**src/rtl/stage_two_pkg.sv**
```systemverilog
// rtl/stage_two_pkg.sv - shared types for the execute stage and its iterative divider
package stage_two_pkg;

   localparam int DIV_W = 16;

   typedef enum logic [2:0] {
      ALU_ADD = 3'd0,
      ALU_SUB = 3'd1,
      ALU_AND = 3'd2,
      ALU_OR  = 3'd3,
      ALU_SLL = 3'd4,
      ALU_SRL = 3'd5,
      ALU_MUL = 3'd6,
      ALU_DIV = 3'd7
   } control_e;

   typedef struct packed {
      logic [DIV_W-1:0] a;
      logic [DIV_W-1:0] b;
   } in_t;

   typedef struct packed {
      logic       rd;
      logic       wr;
      logic [1:0] size;
   } memc_t;

   typedef enum logic [1:0] {
      IDLE = 2'd0,
      RUN  = 2'd1,
      DONE = 2'd2
   } div_state_e;

   // Two's-complement add overflow from the sign bits of both addends and the sum
   function automatic logic add_ovf(input logic s_a, input logic s_b, input logic s_sum);
      return (s_a == s_b) && (s_sum != s_a);
   endfunction

endpackage

```
**src/rtl/stage_two_if.sv**
```systemverilog
// rtl/stage_two_if.sv - stage-one to stage-two pipeline bundle
interface stage_two_if;
   import stage_two_pkg::*;

   memc_t       memc;
   logic        reg_wr;
   in_t         alu;
   control_e    alu_ctrl;
   logic        haz1;
   logic        haz2;
   logic        haz8;
   logic        R0_en;
   logic [15:0] instr;
   logic [15:0] R1_data;

   modport master (
      output memc, reg_wr, alu, alu_ctrl, haz1, haz2, haz8, R0_en, instr, R1_data
   );

   modport slave (
      input memc, reg_wr, alu, alu_ctrl, haz1, haz2, haz8, R0_en, instr, R1_data
   );

endinterface

```
**src/rtl/stage_two_div_iter.sv**
```systemverilog
// rtl/stage_two_div_iter.sv - unsigned restoring divider, one quotient bit per cycle
module stage_two_div_iter
   import stage_two_pkg::*;
#(
   parameter int DIV_CYCLES = 16
) (
   input  logic             i_clk,
   input  logic             i_rst,
   input  logic             i_halt_sys,
   input  logic             i_start,
   input  logic [DIV_W-1:0] i_a,
   input  logic [DIV_W-1:0] i_b,
   output logic             o_idle,
   output logic             o_busy,
   output logic             o_done,
   output logic [DIV_W-1:0] o_quot,
   output logic [DIV_W-1:0] o_rem
);

   localparam int CNT_W = $clog2(DIV_CYCLES);

   div_state_e       r_state;
   div_state_e       w_next;
   logic [CNT_W-1:0] r_count;
   logic [DIV_W-1:0] r_quo;
   logic [DIV_W-1:0] r_rem;
   logic [DIV_W-1:0] r_div;
   logic             r_busy;
   logic [DIV_W:0]   w_trial;
   logic [DIV_W:0]   w_diff;
   logic             w_last;

   // Dividend bits shift out of r_quo into the partial remainder as quotient bits shift in
   assign w_trial = {r_rem, r_quo[DIV_W-1]};
   assign w_diff  = w_trial - {1'b0, r_div};
   assign w_last  = (r_count == CNT_W'(DIV_CYCLES - 1));

   always_ff @(posedge i_clk) begin
      if (i_rst) begin
         r_state <= IDLE;
      end else if (!i_halt_sys) begin
         r_state <= w_next;
      end
   end

   always_comb begin
      w_next = r_state;
      case (r_state)
         IDLE:    if (i_start) w_next = RUN;
         RUN:     if (w_last) w_next = DONE;
         DONE:    w_next = IDLE;
         default: w_next = IDLE;
      endcase
   end

   always_ff @(posedge i_clk) begin
      if (i_rst) begin
         r_count <= '0;
         r_quo   <= '0;
         r_rem   <= '0;
         r_div   <= '0;
         r_busy  <= 1'b0;
      end else if (!i_halt_sys) begin
         case (r_state)
            IDLE: begin
               if (i_start) begin
                  r_quo   <= i_a;
                  r_rem   <= '0;
                  r_div   <= i_b;
                  r_count <= '0;
                  r_busy  <= 1'b1;
               end
            end
            RUN: begin
               r_count <= r_count + CNT_W'(1);
               r_quo   <= {r_quo[DIV_W-2:0], ~w_diff[DIV_W]};
               r_rem   <= w_diff[DIV_W] ? w_trial[DIV_W-1:0] : w_diff[DIV_W-1:0];
               if (w_last) r_busy <= 1'b0;
            end
            default: ;
         endcase
      end
   end

   assign o_idle = (r_state == IDLE);
   assign o_busy = r_busy;
   assign o_done = (r_state == DONE);
   assign o_quot = r_quo;
   assign o_rem  = r_rem;

endmodule

```
**src/rtl/stage_two.sv**
```systemverilog
// rtl/stage_two.sv - execute stage: ALU, iterative divider and stage-two pipeline flop
module stage_two
   import stage_two_pkg::*;
#(
   parameter int DIV_CYCLES = 16
) (
   input  logic              i_clk,
   input  logic              i_rst,
   input  logic              i_halt_sys,
   stage_two_if.slave        i_s1,
   output logic [31:0]       o_s2_alu,
   output logic              o_div0,
   output logic              o_overflow,
   output logic              o_div_busy,
   output memc_t             o_memc,
   output logic              o_reg_wr,
   output logic              o_R0_en,
   output logic [15:0]       o_instr,
   output logic [15:0]       o_R1_data,
   output logic [31:0]       o_result
);

   logic [15:0] w_a;
   logic [15:0] w_b;
   logic [15:0] w_r1;
   logic [15:0] w_b_add;
   logic [15:0] w_sum;
   logic [31:0] w_prod;
   logic        w_is_sub;
   logic        w_div_start;
   logic        w_div_idle;
   logic        w_div_done;
   logic        w_bubble;
   logic [15:0] w_quot;
   logic [15:0] w_rem;

   assign w_a  = i_s1.haz1 ? o_result[15:0] : i_s1.alu.a;
   assign w_b  = i_s1.haz2 ? o_result[15:0] : i_s1.alu.b;
   assign w_r1 = i_s1.haz8 ? o_result[15:0] : i_s1.R1_data;

   // SUB is a + ~b + 1 so the same adder and overflow rule serve both
   assign w_is_sub = (i_s1.alu_ctrl == ALU_SUB);
   assign w_b_add  = w_is_sub ? ~w_b : w_b;
   assign w_sum    = w_a + w_b_add + {15'd0, w_is_sub};
   assign w_prod   = {{16{w_a[15]}}, w_a} * {{16{w_b[15]}}, w_b};

   assign w_div_start = (i_s1.alu_ctrl == ALU_DIV) && (w_b != 16'd0)
                        && !i_halt_sys && w_div_idle;

   stage_two_div_iter #(
      .DIV_CYCLES (DIV_CYCLES)
   ) u_div (
      .i_clk      (i_clk),
      .i_rst      (i_rst),
      .i_halt_sys (i_halt_sys),
      .i_start    (w_div_start),
      .i_a        (w_a),
      .i_b        (w_b),
      .o_idle     (w_div_idle),
      .o_busy     (o_div_busy),
      .o_done     (w_div_done),
      .o_quot     (w_quot),
      .o_rem      (w_rem)
   );

   always_comb begin
      o_s2_alu   = '0;
      o_overflow = 1'b0;
      o_div0     = 1'b0;
      if (w_div_done) begin
         o_s2_alu = {w_rem, w_quot};
      end else begin
         case (i_s1.alu_ctrl)
            ALU_ADD, ALU_SUB: begin
               o_s2_alu   = {16'd0, w_sum};
               o_overflow = add_ovf(w_a[15], w_b_add[15], w_sum[15]);
            end
            ALU_AND: o_s2_alu = {16'd0, w_a & w_b};
            ALU_OR:  o_s2_alu = {16'd0, w_a | w_b};
            ALU_SLL: o_s2_alu = {16'd0, w_a << w_b[3:0]};
            ALU_SRL: o_s2_alu = {16'd0, w_a >> w_b[3:0]};
            ALU_MUL: o_s2_alu = w_prod;
            ALU_DIV: o_div0   = (w_b == 16'd0);
            default: o_s2_alu = '0;
         endcase
      end
   end

   // The DIV itself stays parked in stage one until DONE, so its start cycle is a bubble too
   assign w_bubble = o_div_busy || w_div_start;

   always_ff @(posedge i_clk) begin
      if (i_rst) begin
         o_memc    <= '0;
         o_reg_wr  <= 1'b0;
         o_R0_en   <= 1'b0;
         o_instr   <= '0;
         o_R1_data <= '0;
         o_result  <= '0;
      end else if (!i_halt_sys) begin
         if (w_bubble) begin
            o_memc   <= '0;
            o_reg_wr <= 1'b0;
            o_R0_en  <= 1'b0;
         end else begin
            o_memc    <= i_s1.memc;
            o_reg_wr  <= i_s1.reg_wr;
            o_R0_en   <= i_s1.R0_en;
            o_instr   <= i_s1.instr;
            o_R1_data <= w_r1;
            o_result  <= o_s2_alu;
         end
      end
   end

endmodule
```
**src/flat_wrapper.sv**
```systemverilog
// flat-port wrapper written by rule: the top's interface ports become plain ports
module stage_two_flat import stage_two_pkg::*;
#(
   parameter int DIV_CYCLES = 16
)
  (i_clk, i_rst, i_halt_sys, o_s2_alu, o_div0, o_overflow, o_div_busy, o_memc, o_reg_wr, o_R0_en, o_instr, o_R1_data, o_result, i_s1_memc, i_s1_reg_wr, i_s1_alu, i_s1_alu_ctrl, i_s1_haz1, i_s1_haz2, i_s1_haz8, i_s1_R0_en, i_s1_instr, i_s1_R1_data);
  stage_two_if i_s1_i ();
  input  logic i_clk;
  input  logic i_rst;
  input  logic i_halt_sys;
  output logic [31:0] o_s2_alu;
  output logic o_div0;
  output logic o_overflow;
  output logic o_div_busy;
  output memc_t o_memc;
  output logic o_reg_wr;
  output logic o_R0_en;
  output logic [15:0] o_instr;
  output logic [15:0] o_R1_data;
  output logic [31:0] o_result;
  input wire logic [$bits(i_s1_i.memc)-1:0] i_s1_memc;
  input wire logic [$bits(i_s1_i.reg_wr)-1:0] i_s1_reg_wr;
  input wire logic [$bits(i_s1_i.alu)-1:0] i_s1_alu;
  input wire logic [$bits(i_s1_i.alu_ctrl)-1:0] i_s1_alu_ctrl;
  input wire logic [$bits(i_s1_i.haz1)-1:0] i_s1_haz1;
  input wire logic [$bits(i_s1_i.haz2)-1:0] i_s1_haz2;
  input wire logic [$bits(i_s1_i.haz8)-1:0] i_s1_haz8;
  input wire logic [$bits(i_s1_i.R0_en)-1:0] i_s1_R0_en;
  input wire logic [$bits(i_s1_i.instr)-1:0] i_s1_instr;
  input wire logic [$bits(i_s1_i.R1_data)-1:0] i_s1_R1_data;
  assign i_s1_i.memc = i_s1_memc;
  assign i_s1_i.reg_wr = i_s1_reg_wr;
  assign i_s1_i.alu = i_s1_alu;
  assign i_s1_i.alu_ctrl = i_s1_alu_ctrl;
  assign i_s1_i.haz1 = i_s1_haz1;
  assign i_s1_i.haz2 = i_s1_haz2;
  assign i_s1_i.haz8 = i_s1_haz8;
  assign i_s1_i.R0_en = i_s1_R0_en;
  assign i_s1_i.instr = i_s1_instr;
  assign i_s1_i.R1_data = i_s1_R1_data;
  stage_two #(.DIV_CYCLES(DIV_CYCLES)) u_core (.i_clk(i_clk), .i_rst(i_rst), .i_halt_sys(i_halt_sys), .i_s1(i_s1_i), .o_s2_alu(o_s2_alu), .o_div0(o_div0), .o_overflow(o_overflow), .o_div_busy(o_div_busy), .o_memc(o_memc), .o_reg_wr(o_reg_wr), .o_R0_en(o_R0_en), .o_instr(o_instr), .o_R1_data(o_R1_data), .o_result(o_result));
endmodule
```
**config.mk**
```make
export PLATFORM = sky130hd
export DESIGN_NAME = stage_two_flat
export DESIGN_NICKNAME = d
export VERILOG_FILES = /design/src/rtl/stage_two_pkg.sv /design/src/rtl/stage_two_if.sv /design/src/rtl/stage_two_div_iter.sv /design/src/rtl/stage_two.sv /design/src/flat_wrapper.sv
export SDC_FILE = /design/constraint.sdc
export NUM_CORES = 1
export LEC_CHECK = 0
export BUFFER_PORTS_ARGS = -buffer_cell sky130_fd_sc_hd__buf_4
export CAP_MARGIN = 5
export CORE_MARGIN = 2
export CORE_UTILIZATION = 58
export CTS_CLUSTER_DIAMETER = 120
export DETAILED_ROUTE_END_ITERATION = 7
export PLACE_DENSITY_LB_ADDON = 0.15
export SYNTH_ARGS = -nofsm -noshare
export SYNTH_HDL_FRONTEND = slang
export SYNTH_HIERARCHICAL = 1
export SYNTH_SLANG_ARGS = --single-unit
```
**constraint.sdc**
```tcl
create_clock -name i_clk -period 35 [get_ports i_clk]
set_input_delay 7 -clock i_clk [delete_from_list [all_inputs] [get_ports i_clk]]
set_output_delay 7 -clock i_clk [all_outputs]
set_load 0.03 [all_outputs]
```
==> flow_summary.yaml <==
status:
  status: "finished clean"
clocking:
  numCtsBuffers: 17
  ctsHtreeMaxLevel: 4
  cts_tree: "done"
  ctsRootBufferMaster: "clkbuf_16"
  cts_resized: 0
  path_clk_slew_ps: 50
  post-cts-setup-buffers: 0
  worstSkewPairLatency_ps: 410
  clock-sinks: 125
  cts_max_path_buffers: 2
  cts_hold_buf: 0
global_routing:
  grt_pass1_vias: 18026
  grt_max_degree: 108
  grt.total_usage_pct: 39.7
  antenna_found_initial: 0
  gr-total-overflow: 0
  grt_pass1_wl_mm: 103
logic_synthesis:
  muxShareOfSynthArea_pct: 6.14
  yosysTopAreaCellShare_pct: 27.6
  synth_xor_area_share_pct: 2.90
  synth_edf_count: 0
  synth_area_leaders: "fa_1 (28%), dfxtp_1 (13%), ha_1 (7.6%)"
  postSynthCellCount: 2354
  synth_area_leader_cell: "fa_1"
  ys_seq_area_share_pct: 13.0
  synth_area_um2: 19200
  synth_compound_area_share_pct: 16.4
  synth_fp_nets: 2813
  synth-seq-cells: 125
  synth_fa_ha_area_share_pct: 35.2
  synthSimpleGateAreaFrac_pct: 16.5
  syn_area_per_cell_um2: 8.15
  ys_async_sr_fraction_pct: 0
  synth_commonest_cells: "inv_1 (334), nand2_1 (324), nor2_1 (288)"
  yosysMostFrequentCell: "inv_1"
  ys_dominant_reg_cell: "dfxtp_1"
  synth_top_family_by_area: "adder cells"
  ys_types: 96
  yosysWarnings: 6
critical_path:
  r2r_slack_ps: 27030
  cp_data_required_time_ps: 28000
  worstPathArrival_ps: 15080
  cp_max_fo: 41
  r2r-start: "u_core/o_result[1]$_SDFFE_PP0P_"
  startpoint: "i_s1_haz2"
  path_class: "primary input to output pin"
  endpoint_kind: "output pin"
  start_kind: "primary input"
floorplan:
  fp-row-count: 66
  coreArea_um2: 32500
  die_y_um: 186
  start_util_pct: 58.9
  die_w_um: 186
  ios: 184
  fp.dieArea_um2: 34500
cells_and_area:
  nets: 2932
  multi_input_area_um2: 14800
  nFillCells: 2856
  post-route-cell-area_um2: 21400
  regArea_um2: 2500
  drive_gt1_share_pct: 12.7
  synthToLayoutAreaGrowth_pct: 11.7
  antennaDiodeCount: 0
sta:
  setup-violations-final: 0
  rsz0062_at_grt: "false"
  fmax_mhz: 45.3
  period_share_pct: 63.1
  finClkSkew_ps: 9.10
  whs_ps: 453
  tns_ps: 0
  finalHoldViolations: 0
  min_period_ps: 22080
  drv_slew: 0
  slew_headroom_pct: 8.28
  tightest_slew_ps: 1340
drt:
  drc: 0
  ant_nets: 0
  vias: 17956
  drt_iter0_drc: 1862
  firstDrtPassIters: 6
  wirelength_mm: 67.6
  routedWlPerCell_um: 23.1
  routed_via_density: 6.14
place:
  placed_cell_area_um2: 20900
  dp_hpwl_mm: 51.7
  place_congestion: 0.988
  port_buffers: 183
power_and_ir_drop:
  ir_worst_vdd_mv: 0.232
  cellLeakagePower_uw: 0.0103
  p_per_area_nw_per_um2: 88.7
hold_path:
  hold_path.class: "flop to flop"
  hp-start: "u_core/o_instr[6]$_SDFFE_PP0P_"
run:
  drv_cap: 0
-- registers in the layout (all words and copies together) (netlist names), 2 cells and up --
register / cells
u_core/o_R1_data: 16
u_core/o_memc: 4
u_core/u_div/r_state: 2
u_core/u_div/r_count: 4
u_core/o_instr: 16
u_core/u_div/r_div: 16
u_core/u_div/o_rem: 16
u_core/u_div/o_quot: 16
u_core/o_result: 32
-- path summary, 6_finish.rpt --
check	to	cells after the start
worst max-delay path	o_s2_alu[28]	24
worst max register to register	u_core/o_result[28]$_SDFFE_PP0P_	22
worst min register to register	u_core/o_instr[6]$_SDFFE_PP0P_	2
worst min-delay path	u_core/o_instr[6]$_SDFFE_PP0P_	2
-- layout by cell type (no fill, tap or decap), drive strengths merged, types with 23 or more instances in the layout --
master / instances
a21o: 30
nor3: 26
ha: 116
a21oi: 124
o21a: 25
a22oi: 23
inv: 344
a211oi: 38
nand2: 324
nor2: 290
xnor2: 44
buf: 226
o211ai: 29
fa: 264
o21ai: 72
dfxtp: 125
mux2i: 97
-- routing by layer --
| layer | up-vias | GRT usage (%) | wire (µm) |
|---|---|---|---|
| met5 | - | 0 | 0 |
| met4 | 0 | 21.2 | 4180 |
| li1 | 7973 | - | - |
| met2 | 980 | 64.6 | 31100 |
| met1 | 8762 | 49.9 | 25800 |
| met3 | 241 | 7.87 | 6520 |
-- power breakdown --
part,internal [µW],switching (µW)
Sequential,152,9.59
Combinational,608,963
Clock,107,60.9
Total,868,1030
-- area by class of cell --
type	instances	share of cell area, %
Multi-Input combinational cell	1755	69.1
Sequential cell	125	11.7
Timing Repair Buffer	226	7.92
Inverter	348	6.10
Tap cell	442	2.58
Clock buffer	22	2.17
Clock inverter	8	0.432
-- cell families after synthesis --
logic type | after synthesis
compound gates | 458
xor+xnor | 62
fa+ha+maj | 381
buf+inv | 474
flops | 125
mux | 106
simple gates | 748
-- worst max-delay path, stage by stage --
cell	delay, ps
buf_4	370
mux2i_4	290
buf_4	440
inv_2	440
nand2_1	240
inv_1	110
fa_1	760
fa_1	510
fa_1	520
fa_1	510
fa_1	490
inv_1	50
fa_1	470
inv_1	40
ha_1	340
a21oi_1	300
o21ai_0	260
or4_4	500
a211oi_1	460
o21ai_0	260
and3_1	220
o21ai_0	200
nand2_1	110
buf_4	180
-- stage by stage --
step | utilization (%) | std cells | setup slack [ps] | power (µW)
floorplan | - | 2354 | 13780 | 1270
global placement | 64.2 | 2896 | 13230 | 1670
detailed placement | 64.2 | 2896 | 13130 | 1690
CTS | 65.9 | 2926 | 13090 | 1870
global route | 65.9 | 2926 | 12560 | 2060
finish | 65.9 | 2926 | 12920 | 1900
No activity file was read; power rests on OpenSTA's default activity.
